<file path="config.mk">
export PLATFORM = sky130hd
export DESIGN_NAME = djb2_hash_engine
export DESIGN_NICKNAME = d
export VERILOG_FILES = /design/src/rtl/djb2_hash_engine.sv
export SDC_FILE = /design/constraint.sdc
export NUM_CORES = 1
export LEC_CHECK = 0
export ABC_AREA = 1
export ABC_CLOCK_PERIOD_IN_PS = 19500
export CORE_MARGIN = 4
export CORE_UTILIZATION = 45
export CTS_CLUSTER_DIAMETER = 120
export DETAILED_ROUTE_END_ITERATION = 8
export PLACE_DENSITY = 0.71
export SLEW_MARGIN = 25
export SYNTH_ARGS = -nofsm -noshare
export SYNTH_HDL_FRONTEND = slang
export SYNTH_SLANG_ARGS = --single-unit
</file>
<file path="constraint.sdc">
create_clock -name clock -period 19.5 [get_ports clock]
set_input_delay 3.9 -clock clock [delete_from_list [all_inputs] [get_ports clock]]
set_output_delay 3.9 -clock clock [all_outputs]
set_load 0.005 [all_outputs]
</file>
<file path="src/rtl/djb2_hash_engine.sv">
// Streaming DJB2-family hash engine with magic-state visit counting
// and revisit detection against a short history of previous states.
module djb2_hash_engine #(
    parameter int WIDTH       = 32,
    parameter int SEED        = 5381,
    parameter int SHIFT       = 5,
    parameter int MODE        = 0,
    parameter int DEPTH       = 4,
    parameter int MATCH_LIMIT = 2,
    parameter int CNT_W       = 8
) (
    input  logic             clock,
    input  logic             reset,
    input  logic             start,
    input  logic [WIDTH-1:0] magic,
    input  logic             in_valid,
    output logic             in_ready,
    input  logic [7:0]       in_data,
    input  logic             in_last,
    output logic             hash_valid,
    input  logic             hash_ready,
    output logic [WIDTH-1:0] hash_out,
    output logic [CNT_W-1:0] match_count,
    output logic             collision,
    output logic             revisit
);

    localparam logic [WIDTH-1:0] SEED_W = WIDTH'(SEED);

    typedef enum logic [1:0] {
        IDLE,
        ABSORB,
        DONE
    } fsm_t;

    fsm_t             fsm;
    logic [WIDTH-1:0] state_q;
    logic [WIDTH-1:0] hist [DEPTH];
    logic [DEPTH-1:0] hist_vld;

    logic [WIDTH-1:0] mult;
    logic [WIDTH-1:0] byte_ext;
    logic [WIDTH-1:0] nxt;
    logic             hit;
    logic             accept;
    logic             restart;
    logic [CNT_W-1:0] cnt_new;

    assign accept   = in_valid && in_ready;
    assign restart  = start && (fsm == IDLE || fsm == DONE);
    assign byte_ext = WIDTH'(in_data);
    assign mult     = (state_q << SHIFT) + state_q;
    assign nxt      = (MODE == 1) ? (mult + byte_ext) : (mult ^ byte_ext);

    // The entry about to be shifted out is still part of the comparison.
    always_comb begin
        hit = (nxt == state_q);
        for (int i = 0; i < DEPTH; i++) begin
            if (hist_vld[i] && hist[i] == nxt) hit = 1'b1;
        end
    end

    always_comb begin
        cnt_new = match_count;
        if (nxt == magic && match_count != '1) cnt_new = match_count + 1'b1;
    end

    always_ff @(posedge clock) begin
        if (reset) begin
            fsm         <= IDLE;
            state_q     <= SEED_W;
            hist_vld    <= '0;
            in_ready    <= 1'b0;
            hash_valid  <= 1'b0;
            hash_out    <= '0;
            match_count <= '0;
            collision   <= 1'b0;
            revisit     <= 1'b0;
        end else begin
            revisit <= 1'b0;
            if (restart) begin
                fsm         <= ABSORB;
                in_ready    <= 1'b1;
                state_q     <= SEED_W;
                hist_vld    <= '0;
                hash_valid  <= 1'b0;
                match_count <= (SEED_W == magic) ? CNT_W'(1) : '0;
                collision   <= (MATCH_LIMIT == 1) && (SEED_W == magic);
            end else begin
                unique case (fsm)
                    ABSORB: begin
                        if (accept) begin
                            state_q     <= nxt;
                            hist[0]     <= state_q;
                            hist_vld[0] <= 1'b1;
                            for (int i = 1; i < DEPTH; i++) begin
                                hist[i]     <= hist[i-1];
                                hist_vld[i] <= hist_vld[i-1];
                            end
                            revisit     <= hit;
                            match_count <= cnt_new;
                            if (32'(cnt_new) >= MATCH_LIMIT) collision <= 1'b1;
                            if (in_last) begin
                                fsm        <= DONE;
                                in_ready   <= 1'b0;
                                hash_out   <= nxt;
                                hash_valid <= 1'b1;
                            end
                        end
                    end
                    DONE: begin
                        if (hash_ready) begin
                            fsm        <= IDLE;
                            hash_valid <= 1'b0;
                        end
                    end
                    default: ;
                endcase
            end
        end
    end

endmodule

</file>
Word-level counts from Yosys, hierarchy flattened
Memory sizes are Yosys's and may differ from the RTL's.
Index checks and enable logic that the tools add are counted.
{"block": "totals", "register_bits": 82, "mem_bits_rw": 128, "inputBits": 46, "output_inout_bits": 44, "word_cells": 84, "n_memories": 1}
{"name": "hist", "words": 4, "word_bits": 32, "rd": 4, "rd_ports_with_merged_regs": 0, "write_ports": 4, "line": "38", "text": "logic [WIDTH-1:0] hist [DEPTH];"}
{"block": "classes", "addsub": 2, "n_lt_le_gt_ge": 1, "n_eq_ne": 16, "mux": 27, "bitwise": 4, "reduce_logical": 23}
{"operator": "== test 32 bit", "count": 6}
{"operator": "adder 32 bit", "count": 1}
{"operator": "== test 13 x 32 -> 1 bit, first input constant", "count": 1}
{"operator": "two-way mux 8 bit", "count": 4}
{"operator": "bitwise XOR 32 x 8 -> 32 bit", "count": 1}
{"operator": "two-way mux 1 bit", "count": 18}
{"operator": "AND reduction 4 bit", "count": 3}
{"operator": "!= test 3 bit, second input constant", "count": 3}
{"operator": "adder 8 x 1 -> 8 bit, second input constant", "count": 1}
{"operator": ">= comparator 8 x 2 -> 1 bit, second input constant", "count": 1}
{"operator": "!= test 8 bit, second input constant", "count": 1}
{"operator": "nonzero test 2 bit", "count": 4}
{"operator": "logical AND 1 bit", "count": 7}
{"operator": "two-way mux 2 bit", "count": 3}
{"operator": "!= test 2 bit, second input constant", "count": 3}
{"operator": "AND reduction 3 bit", "count": 2}
{"operator": "one-hot mux 2 bit (2 select lines)", "count": 1}
{"operator": "AND reduction 2 bit", "count": 2}
{"operator": "OR reduction 4 bit", "count": 1}
{"operator": "NOT 1 bit", "count": 3}
{"operator": "nonzero test 3 bit", "count": 1}
{"operator": "== test 2 x 1 -> 1 bit, second input constant", "count": 1}
{"operator": "== test 2 bit, second input constant", "count": 1}
{"operator": "zero test 2 bit", "count": 1}
{"operator": "other kinds (3)", "count": 3}

Longest topological paths before layout
{"block": "depth", "word_depth": 8, "ltp_mapped": 28, "mapped_depth_nobuf": 28}

Worst setup path before layout
No wires, ideal clock.
{"block": "synth_timing", "kind": "input to register", "from": "input port in_valid", "to": "register hash_out[20]", "setup_time_ns": 0.076, "arrival_ns": 11.017, "required_time_ns": 19.424, "setup_slack_ns": 8.408, "stages": 5, "n_path_buf": 1, "path_cell_list": "nand3_1 > nor2_1 > nand2_1 > clkbuf_1 > o21ai_0"}
{"block": "synth_via", "elab_chain_len": 2}
{"element": "start: declaration", "line": "16", "text": "input logic in_valid,"}
{"element": "logical AND 1 bit", "line": "49", "text": "assign accept = in_valid && in_ready;"}
{"element": "AND reduction 4 bit (no source line)"}
{"element": "end signal: assignment", "line": "106", "text": "hash_out <= nxt;"}
{"element": "end: declaration", "line": "22", "text": "output logic [WIDTH-1:0] hash_out,"}
Every way passes these cells.
A chain may end at the register's enable or synchronous reset.

Final worst setup path
{"block": "layout_timing", "from": "input port in_valid", "to": "register hash_out[28]"}
Same word-level chain as after synthesis.

==> results.md <==
- Combinational family with the most area after synthesis: simple AND/OR/NAND/NOR gates
- Clk_skew: 0.0138 ns
- Commonest non-fill, non-tap cell in the layout: nand2_1
- Adder-Cell Fraction of Synth Area: 3.01%
- Min cycle time layout: 6.64 ns
- Root Buffer: clkbuf_16
- Post-synthesis mux area share: 0%
- Psw: 0.210 mW
- Comb power frac: 8.9%
- DR vias/cell: 5.26
- Ys Warns: 0
- Min-Delay Endpoint: hist[3][12]$_DFFE_PP_
- Switching Share: 23.1%
- Setup CP Type: primary input to register
- Outcome: completed
- Routed via count: 10,300
- # fillers: 2,389
- Core Util, Final: 52.9%
- Sequential share of power: 52.2%
- Top-Level Pins: 90
- Initial Utilization: 45.7%
- FF-to-FF setup slack: 15.62 ns
- Min-delay src: hist[2][12]$_DFFE_PP_
- Post-Syn Nets: 1,587
- Worst path arrival time: 7.06 ns
- Fin Hold WS: 0.463 ns
- Gate Count Post-Synth: 1,513
- Simple-gate share of the synthesized area: 26.8%
- Final antenna-violating net count: 0
- Reg2reg path depth: 19
- Worst min path class: register to register
- DRC viols: 0
- Remaining global-route overflow: 0
- Crit start category: primary input
- Internal Power: 0.699 mW
- DP HPWL: 24.4 mm
- Crit path max fanout: 52
- Pwr/cell area: 65.9 nW/um^2
- Yosys cell types: 45
- Cts bufs inserted: 19
- Number of inserted diodes: 0
- Worst r2r src: state_q[5]$_SDFFE_PP0P_
- Complex-gate fraction of the synthesized area: 9.24%
- Vias in the first global route: 9,657
- Final Hold Vio Count: 0
- Largest net degree at the start of global routing: 89
- RSZ-0062 raised after global routing: false
- Port bufs: 89
- Clock tree buffer depth: 3
- Die ar.: 29,100 sq um
- R2R Path End: collision$_SDFFE_PP0P_
- Routed WL: 31.0 mm
- Fin Setup TNS: 0 ns
- Actual slew at the worst max-slew pin: 0.985 ns
- Synthesis-to-finish area growth: 15.7%
- CP endpoint kind: register
- CTS tree: done
- # hold bufs at CTS: 0
- Final setup viols: 0
- Max-cap violations: 0
- Most frequent cells in the layout: nand2_1 (410), inv_1 (230), edfxtp_1 (128)
- Post-CTS resize count: 0
- Gr usage total: 21.0%
- Clk pwr share: 39.0%
- Leak: 6.04 nW
- Register area: 5470 sq um
- Largest area contributor in the netlist: edfxtp_1
- Routability cong.: 0.892
- DP Area: 13,200 sq um
- Final instance area: 13,800 sq um
- Die Span X: 171 um
- # nets final: 1,677
- #FFs+latches synth: 209
- # clock sinks: 209
- VDD IR-drop max: 0.0589 mV
- Antenna violations before repair: 0
- Share of cells above drive strength 1: 5.02%
- # rows: 59
- Worst Path Required: 19.92 ns
- Area of the multi-input gates: 5500 sq um
- Yosys top cell area share: 32.3%
- Synth Area in XOR/XNOR: 6.98%
- Post-Syn Area: 11,900 sq um
- First-pass GRT wire length: 48.9 mm
- Slew margin rel.: 34.2%
- Final period util: 34.1%
- Clock Latency Late Sink: 0.48 ns
- Worst-path clk slew: 0.07 ns
- Setup bufs post-CTS: 0
- DRT Pass-1 Iters: 5
- WHS Path Cells: 0
- Sequential share of the synthesized area: 45.9%
- Ranking of synthesized cells by area: edfxtp_1 (32%), dfxtp_1 (14%), nand2_1 (13%)
- DRT iter0 DRCs: 978
- Routed len/inst: 15.9 um
- Core area: 26,100 sq um
- Syn_area_per_cell: 7.87 sq um
- Max Slew Vio Count: 0
- Htree depth: 1
- Fmax achieved: 151 MHz
- Die height: 171 um
Yosys cell counts (all sizes together):
cell       n
nor2     105
clkbuf    19
o21ai     93
o32ai      1
fa         1
xnor3      1
o2111ai    1
inv      232
ha        27
buf        3
a211oi     6
o211a      2
dfxtp     81
xnor2     33
o21bai     1
and2       1
and3       1
nand2    437
nor4       7
o22ai     15
clkinv     2
edfxtp   128
o211ai    12
a31oi      1
xor2      57
nor3      12
nand4     22
o221ai     1
nand3b     9
a21oi     63
a22o       3
or2        5
nand3    131
per-stage QoR:
stage	worst slack, ns	total power, mW	std cells
floorplan	8.41	0.532	1513
global placement	11.72	0.561	1916
detailed placement	11.98	0.563	1917
CTS	12.45	0.913	1950
global route	12.57	0.939	1950
finish	12.86	0.908	1950
registers in the layout (all words and copies together) (netlist names):
register and flops:
revisit 1, fsm 1, collision 1, hist_vld 4, state_q 32, hist 128
in_ready 1, hash_out 32, hash_valid 1, match_count 8
critical path: stages:
cell and delay [ns]:
clkdlybuf4s50_1 0.51, nand3_4 0.46, inv_1 0.94, nand2_2 0.68, o21ai_0 0.34, nand2_1 0.08
inv_1 0.08
metal layers:
layer / global-route usage, % / wire [um]
met3: 2.15 / 1800
met1: 29.9 / 14400
met4: 5.66 / 731
met2: 34.3 / 14100
met5: 0 / 0
how the worst max path moves through the flow:
stage,to,slack (ns),cells past startpoint,startpoint
5_1_grt,hash_out[30]$_SDFFE_PP0P_,12.57,7,in_valid
3_3_place_gp,hash_out[29]$_SDFFE_PP0P_,11.72,7,in_valid
2_1_floorplan,hash_out[20]$_SDFFE_PP0P_,8.41,5,in_valid
6_report,hash_out[28]$_SDFFE_PP0P_,12.86,7,in_valid
4_1_cts,hash_out[9]$_SDFFE_PP0P_,12.45,7,in_valid
3_5_place_dp,hash_out[9]$_SDFFE_PP0P_,11.98,7,in_valid
cells by family (layout without fill, tap and decap cells):
logic type	Yosys count	in the layout
AND/OR/NAND/NOR	730	730
buffers and inverters	256	358
adder cells (fa/ha/maj)	28	28
flip-flops	209	209
AO/OA/AOI/OAI	199	199
XOR/XNOR	91	91
power by group through the flow:
stage | Clock, mW | Combinational [mW] | Sequential, mW
2_1_floorplan | 0 | 0.0492 | 0.483
4_1_cts | 0.359 | 0.0802 | 0.474
3_3_place_gp | 0 | 0.0778 | 0.483
3_5_place_dp | 0 | 0.0797 | 0.484
6_report | 0.354 | 0.0807 | 0.474
5_1_grt | 0.375 | 0.0899 | 0.474
area by class of cell:
type | count | share of cell area (%)
multi-input cells | 1048 | 40.0
flip-flops and latches | 209 | 39.7
repair buffers | 91 | 6.69
inverters | 234 | 6.38
clock buffers | 28 | 4.07
well taps | 335 | 3.04
clock inverters | 5 | 0.200
No activity file was read; power rests on OpenSTA's default activity.
